<file path="src/rtl/stopwatch_pkg.sv">
// Shared state encoding for the stopwatch control path and its bench.
package stopwatch_pkg;

  localparam logic [1:0] ST_IDLE = 2'd0;
  localparam logic [1:0] ST_RUN  = 2'd1;
  localparam logic [1:0] ST_LAP  = 2'd2;
  localparam logic [1:0] ST_STOP = 2'd3;

  typedef enum logic [1:0] {
    S_IDLE = ST_IDLE,
    S_RUN  = ST_RUN,
    S_LAP  = ST_LAP,
    S_STOP = ST_STOP
  } sw_state_e;

  // RUN and LAP both keep time; LAP only freezes the display.
  function automatic logic is_counting(input sw_state_e s);
    return (s == S_RUN) || (s == S_LAP);
  endfunction

endpackage

</file>
<file path="src/rtl/btn_debounce.sv">
// Raw button -> 2-FF synchroniser -> stability debounce -> one-cycle press pulse.
module btn_debounce #(
  parameter int DB_CYCLES  = 500_000,
  parameter bit ACTIVE_LOW = 1'b1
) (
  input  logic clk,
  input  logic rst,
  input  logic btn_raw,
  output logic press
);

  localparam int              CNT_W    = (DB_CYCLES > 1) ? $clog2(DB_CYCLES) : 1;
  localparam logic [CNT_W-1:0] CNT_LAST = CNT_W'(DB_CYCLES - 1);

  logic             pressed_raw;
  logic             sync1_q, sync2_q;
  logic             level_q, level_d;
  logic             level_prev_q;
  logic [CNT_W-1:0] cnt_q, cnt_d;
  logic             press_q, press_d;

  // Everything past this point works in "pressed = 1" sense.
  assign pressed_raw = btn_raw ^ ACTIVE_LOW;

  always_comb begin
    level_d = level_q;
    cnt_d   = '0;
    if (sync2_q != level_q) begin
      if (cnt_q == CNT_LAST) begin
        level_d = sync2_q;
      end else begin
        cnt_d = cnt_q + 1'b1;
      end
    end
    press_d = level_q & ~level_prev_q;
  end

  always_ff @(posedge clk or posedge rst) begin
    if (rst) begin
      sync1_q      <= 1'b0;
      sync2_q      <= 1'b0;
      level_q      <= 1'b0;
      level_prev_q <= 1'b0;
      cnt_q        <= '0;
      press_q      <= 1'b0;
    end else begin
      sync1_q      <= pressed_raw;
      sync2_q      <= sync1_q;
      level_q      <= level_d;
      level_prev_q <= level_q;
      cnt_q        <= cnt_d;
      press_q      <= press_d;
    end
  end

  assign press = press_q;

endmodule

</file>
<file path="src/rtl/stopwatch_ctrl.sv">
// Stopwatch control: debounced buttons drive the FSM, which gates the hundredths
// prescaler and produces ena/clear/oen for the downstream BCD counter.
module stopwatch_ctrl
  import stopwatch_pkg::*;
#(
  parameter int TICK_DIV       = 500_000,
  parameter int DB_CYCLES      = 500_000,
  parameter bit BTN_ACTIVE_LOW = 1'b1
) (
  input  logic       clk,
  input  logic       rst,
  input  logic       btn_start_stop,
  input  logic       btn_lap_reset,
  output logic       ena,
  output logic       clear,
  output logic       oen,
  output logic [1:0] state
);

  localparam int            PW         = $clog2(TICK_DIV);
  localparam logic [PW-1:0] PRESC_LAST = PW'(TICK_DIV - 1);

  logic          start_p, lap_p;
  sw_state_e     state_q, state_d;
  logic [PW-1:0] presc_q, presc_d;
  logic          ena_q, ena_d;
  logic          clear_q, clear_d;
  logic          oen_q, oen_d;

  btn_debounce #(.DB_CYCLES(DB_CYCLES), .ACTIVE_LOW(BTN_ACTIVE_LOW)) u_db_start (
    .clk    (clk),
    .rst    (rst),
    .btn_raw(btn_start_stop),
    .press  (start_p)
  );

  btn_debounce #(.DB_CYCLES(DB_CYCLES), .ACTIVE_LOW(BTN_ACTIVE_LOW)) u_db_lap (
    .clk    (clk),
    .rst    (rst),
    .btn_raw(btn_lap_reset),
    .press  (lap_p)
  );

  // Start always wins; a lap press in the same cycle is simply ignored.
  always_comb begin
    state_d = state_q;
    clear_d = 1'b0;
    case (state_q)
      S_IDLE: begin
        if (start_p)    state_d = S_RUN;
        else if (lap_p) clear_d = 1'b1;
      end
      S_RUN: begin
        if (start_p)    state_d = S_STOP;
        else if (lap_p) state_d = S_LAP;
      end
      S_LAP: begin
        if (start_p)    state_d = S_STOP;
        else if (lap_p) state_d = S_RUN;
      end
      S_STOP: begin
        if (start_p) begin
          state_d = S_RUN;
        end else if (lap_p) begin
          state_d = S_IDLE;
          clear_d = 1'b1;
        end
      end
      default: state_d = S_IDLE;
    endcase

    // STOP keeps the partial hundredth so a resume does not lose time.
    if (is_counting(state_q)) begin
      presc_d = (presc_q == PRESC_LAST) ? '0 : presc_q + 1'b1;
    end else if (state_d == S_IDLE) begin
      presc_d = '0;
    end else begin
      presc_d = presc_q;
    end

    ena_d = is_counting(state_d) && (presc_d == PRESC_LAST);
    oen_d = (state_d == S_LAP);
  end

  always_ff @(posedge clk or posedge rst) begin
    if (rst) begin
      state_q <= S_IDLE;
      presc_q <= '0;
      ena_q   <= 1'b0;
      clear_q <= 1'b0;
      oen_q   <= 1'b0;
    end else begin
      state_q <= state_d;
      presc_q <= presc_d;
      ena_q   <= ena_d;
      clear_q <= clear_d;
      oen_q   <= oen_d;
    end
  end

  assign ena   = ena_q;
  assign clear = clear_q;
  assign oen   = oen_q;
  assign state = state_q;

endmodule

</file>
<file path="config.mk">
export PLATFORM = sky130hd
export DESIGN_NAME = stopwatch_ctrl
export DESIGN_NICKNAME = d
export VERILOG_FILES = /design/src/rtl/stopwatch_pkg.sv /design/src/rtl/btn_debounce.sv /design/src/rtl/stopwatch_ctrl.sv
export SDC_FILE = /design/constraint.sdc
export NUM_CORES = 1
export LEC_CHECK = 0
export ABC_AREA = 1
export BUFFER_PORTS_ARGS = -buffer_cell sky130_fd_sc_hd__buf_4
export CORE_MARGIN = 2
export CORE_UTILIZATION = 25
export CTS_CLUSTER_SIZE = 25
export DETAILED_ROUTE_END_ITERATION = 8
export GPL_TIMING_DRIVEN = 1
export PLACE_DENSITY_LB_ADDON = 0.15
export SLEW_MARGIN = 25
export SYNTH_ARGS = -nofsm -noshare
export SYNTH_HDL_FRONTEND = slang
export SYNTH_SLANG_ARGS = --single-unit
</file>
<file path="constraint.sdc">
create_clock -name clk -period 5.6 [get_ports clk]
set_input_delay 0.28 -clock clk [delete_from_list [all_inputs] [get_ports clk]]
set_output_delay 0.28 -clock clk [all_outputs]
set_load 0.005 [all_outputs]
</file>
==> impl_metrics.env <==
export IMPL_grt_pass1_vias=3047
export IMPL_setup_ws_ns=2.37
export IMPL_ys_seq_area_share_pct=45.9
export IMPL_relSlewSlack_pct=45.5
export IMPL_yosysTopAreaCellShare_pct=45.9
export IMPL_antenna_found_initial=0
export IMPL_setup_viol=0
export IMPL_start_util_pct=25.7
export IMPL_core_area_mm2=0.0153
export IMPL_synth_most_common_cell="nand2_1"
export IMPL_max_stage_delay_ns=0.65
export IMPL_tightest_slew_ns=0.817
export IMPL_clk_pin_slew_worst_paths_ns=0.06
export IMPL_drive_above_1_share_pct=11.5
export IMPL_final_max_slew_viol_count=0
export IMPL_grt_usage_pct=11.3
export IMPL_cts_buffer_depth=2
export IMPL_worstPathRequired_ns=5.87
export IMPL_period_share_pct=57.7
export IMPL_critPathKind="flip-flop to flip-flop"
export IMPL_worstPathArrival_ns=3.50
export IMPL_max_freq_mhz=309
export IMPL_final_nets=531
export IMPL_post_cts_setup_buffer_count=0
export IMPL_outcome="completed"
export IMPL_rsz0062_at_grt="false"
export IMPL_cts_resized=0
export IMPL_post_place_ws_ns=2.38
export IMPL_crit_path_end_kind="flip-flop"
export IMPL_netlist_area_mm2=0.00393
export IMPL_syn_to_final_growth_pct=16.8
export IMPL_yosys_area_top_type="dfrtp_1"
export IMPL_die_h_um=129
export IMPL_cts_sink_count=72
export IMPL_die_w_um=129
export IMPL_cts_root_buffer="clkbuf_16"
export IMPL_num_vias=3145
export IMPL_path_cells="inv_1, ha_1, inv_1, a21oi_1, a2111oi_0, inv_1, ha_1, nor2_2, nand2_1, a21oi_1, nand3_1, nor2_1, nand3_1, nor2_1"
export IMPL_layout_min_cycle_time_ns=3.23
export IMPL_power_leakage_uw=0.00213
export IMPL_clk_latency_ns=0.34
export IMPL_min_path_type="input port to flip-flop"
export IMPL_wl_um=8590
export IMPL_dominantRegCellSynth="dfrtp_1"
export IMPL_p_per_area_mw_per_mm2=266
export IMPL_ys_ff_latch=72
export IMPL_gp_congestion=0.816
export IMPL_synth_fp_nets=514
export IMPL_dieArea_mm2=0.0167
export IMPL_cp_common_cell="inv_1"
export IMPL_ys_types=33
export IMPL_portBuffers=8
export IMPL_grt_pass1_wl_um=14800
export IMPL_synth_area_leaders="dfrtp_1 46%, nand2_1 11%, inv_1 7.3%"
export IMPL_yosys_warnings=0
export IMPL_synth_edf_count=0
export IMPL_start_kind="flip-flop"
export IMPL_finalSetupTns_ns=0
export IMPL_grt_overflow_total=0
export IMPL_dp_hpwl_um=6100
export IMPL_htree_levels=3
export IMPL_drcViolationCount=0
export IMPL_drt_vias_per_instance=4.29
export IMPL_vdd_drop_max_mv=0.151
export IMPL_cts_buffers=9
export IMPL_first_pass_iters=4
export IMPL_cts_tree="done"
export IMPL_synth_avg_cell_area_um2=7.84
export IMPL_synthArstFlopShare_pct=100
export IMPL_fin_skew_ns=0.00588
export IMPL_critPathMaxFanout=18
export IMPL_final_util_pct=30.1
export IMPL_yosys_top_cells_count="116 x nand2_1, 76 x inv_1, 72 x dfrtp_1, 63 x nor2_1, 39 x nand3_1"
export IMPL_wire_per_inst_um=11.7
export IMPL_grt_max_degree=73
export IMPL_holdBufCountCts=0
export IMPL_cp_slowest_cell="a2111oi_0"
export IMPL_ios=9
export IMPL_maxCapViolations=0
export IMPL_antenna_cells=0
export IMPL_netlist_instances=501
export IMPL_core_rowCount=45
export IMPL_drtIter0Drc=151
export IMPL_ant_nets=0
export IMPL_hold_viol=0
export IMPL_fin_hold_ws_ns=0.0758
cells by family (layout without fill, tap and decap cells):
family	count (synthesis)	in the layout	share of synthesized area (%)
XOR/XNOR	11	11	2.45
flip-flops	72	72	45.9
adder cells (fa/ha/maj)	9	9	2.87
AND/OR/NAND/NOR	277	277	33.0
multiplexers	2	2	0.573
AO/OA/AOI/OAI	49	49	7.42
buffers and inverters	81	102	7.80
through the flow:
step                      std cells  power (uW)  cell area [um2]
final                           733        1220             4590
after global routing            733        1270             4590
after CTS                       733        1240             4580
after detailed placement        718         566             4250
after global placement          718         566             4250
after floorplan                 501         556             3930
final cells by class:
| type | instances | area, um2 |
|---|---|---|
| fillers | 1594 | 10700 |
| clock buffers | 12 | 246 |
| clock inverters | 3 | 90.1 |
| repair buffers | 9 | 71.3 |
| inverters | 78 | 294 |
| well taps | 211 | 264 |
| multi-input cells | 348 | 1820 |
| flip-flops and latches | 72 | 1800 |
flip-flops by register name, indices dropped and copies added (netlist names):
register,cells
ena,1
u_db_lap.cnt_q,19
u_db_lap.press,1
u_db_lap.level_q,1
u_db_start.press,1
u_db_start.level_prev_q,1
u_db_start.cnt_q,19
u_db_lap.sync2_q,1
u_db_lap.level_prev_q,1
presc_q,19
oen,1
state,2
u_db_lap.sync1_q,1
u_db_start.level_q,1
u_db_start.sync2_q,1
u_db_start.sync1_q,1
clear,1
cell usage in the layout (no fill, tap or decap):
master / count
nand2_1: 116
inv_1: 75
dfrtp_1: 72
nor2_1: 63
nand3_1: 39
a21oi_1: 20
nand4_1: 15
nor3_1: 10
o21ai_0: 10
nand2_2: 9
ha_1: 9
clkbuf_16: 9
xor2_1: 8
buf_4: 8
nor2_2: 7
nor2_4: 7
a211oi_1: 6
o21bai_1: 5
nand3_2: 3
or2_2: 3
xnor2_1: 3
o21ai_1: 3
bufinv_16: 3
nand4_2: 2
inv_2: 2
mux2_2: 2
clkbuf_1: 2
o21a_1: 1
nor3b_1: 1
nor4b_1: 1
nor3_4: 1
a32oi_1: 1
a2111oi_0: 1
a32o_1: 1
o21ai_2: 1
clkinv_2: 1
clkbuf_8: 1
buf_6: 1
where the power goes:
group	internal (uW)	switching, uW	total, uW
registers	525	4.21	530
clock network	445	217	662
logic	6.81	19.6	26.4
total	977	241	1220
critical path, delay by kind of cell, from the launching register on:
family | cells | cell delay [ns]
and+or+nand+nor | 6 | 1.14
AOI/OAI and AO/OA | 3 | 0.89
DFF | 1 | 0.44
adders and majority gates | 2 | 0.43
buffers and inverters | 3 | 0.28
worst paths after layout:
check	from	end	slack [ns]	cells after the start
setup reg to reg	state[1]$_DFF_PP0_	ena$_DFF_PP0_	2.37	14
min in group asynchronous	rst	u_db_start.cnt_q[15]$_DFF_PP0_	0.12	3
hold / removal	btn_lap_reset	u_db_lap.sync1_q$_DFF_PP0_	0.08	2
hold reg to reg	u_db_start.sync1_q$_DFF_PP0_	u_db_start.sync2_q$_DFF_PP0_	0.35	0
setup / recovery	state[1]$_DFF_PP0_	ena$_DFF_PP0_	2.37	14
max in group asynchronous	rst	presc_q[9]$_DFF_PP0_	5.02	3
routing by layer:
| metal | vias to the layer above | share of wire (%) | global-route usage [%] |
|---|---|---|---|
| li1 | 1633 | - | - |
| met4 | 0 | 1.5 | 3.58 |
| met5 | - | 0 | 0 |
| met3 | 14 | 3.5 | 3.84 |
| met1 | 1456 | 49 | 14.4 |
| met2 | 42 | 46 | 18.0 |
(Power assumes the default switching activity.)
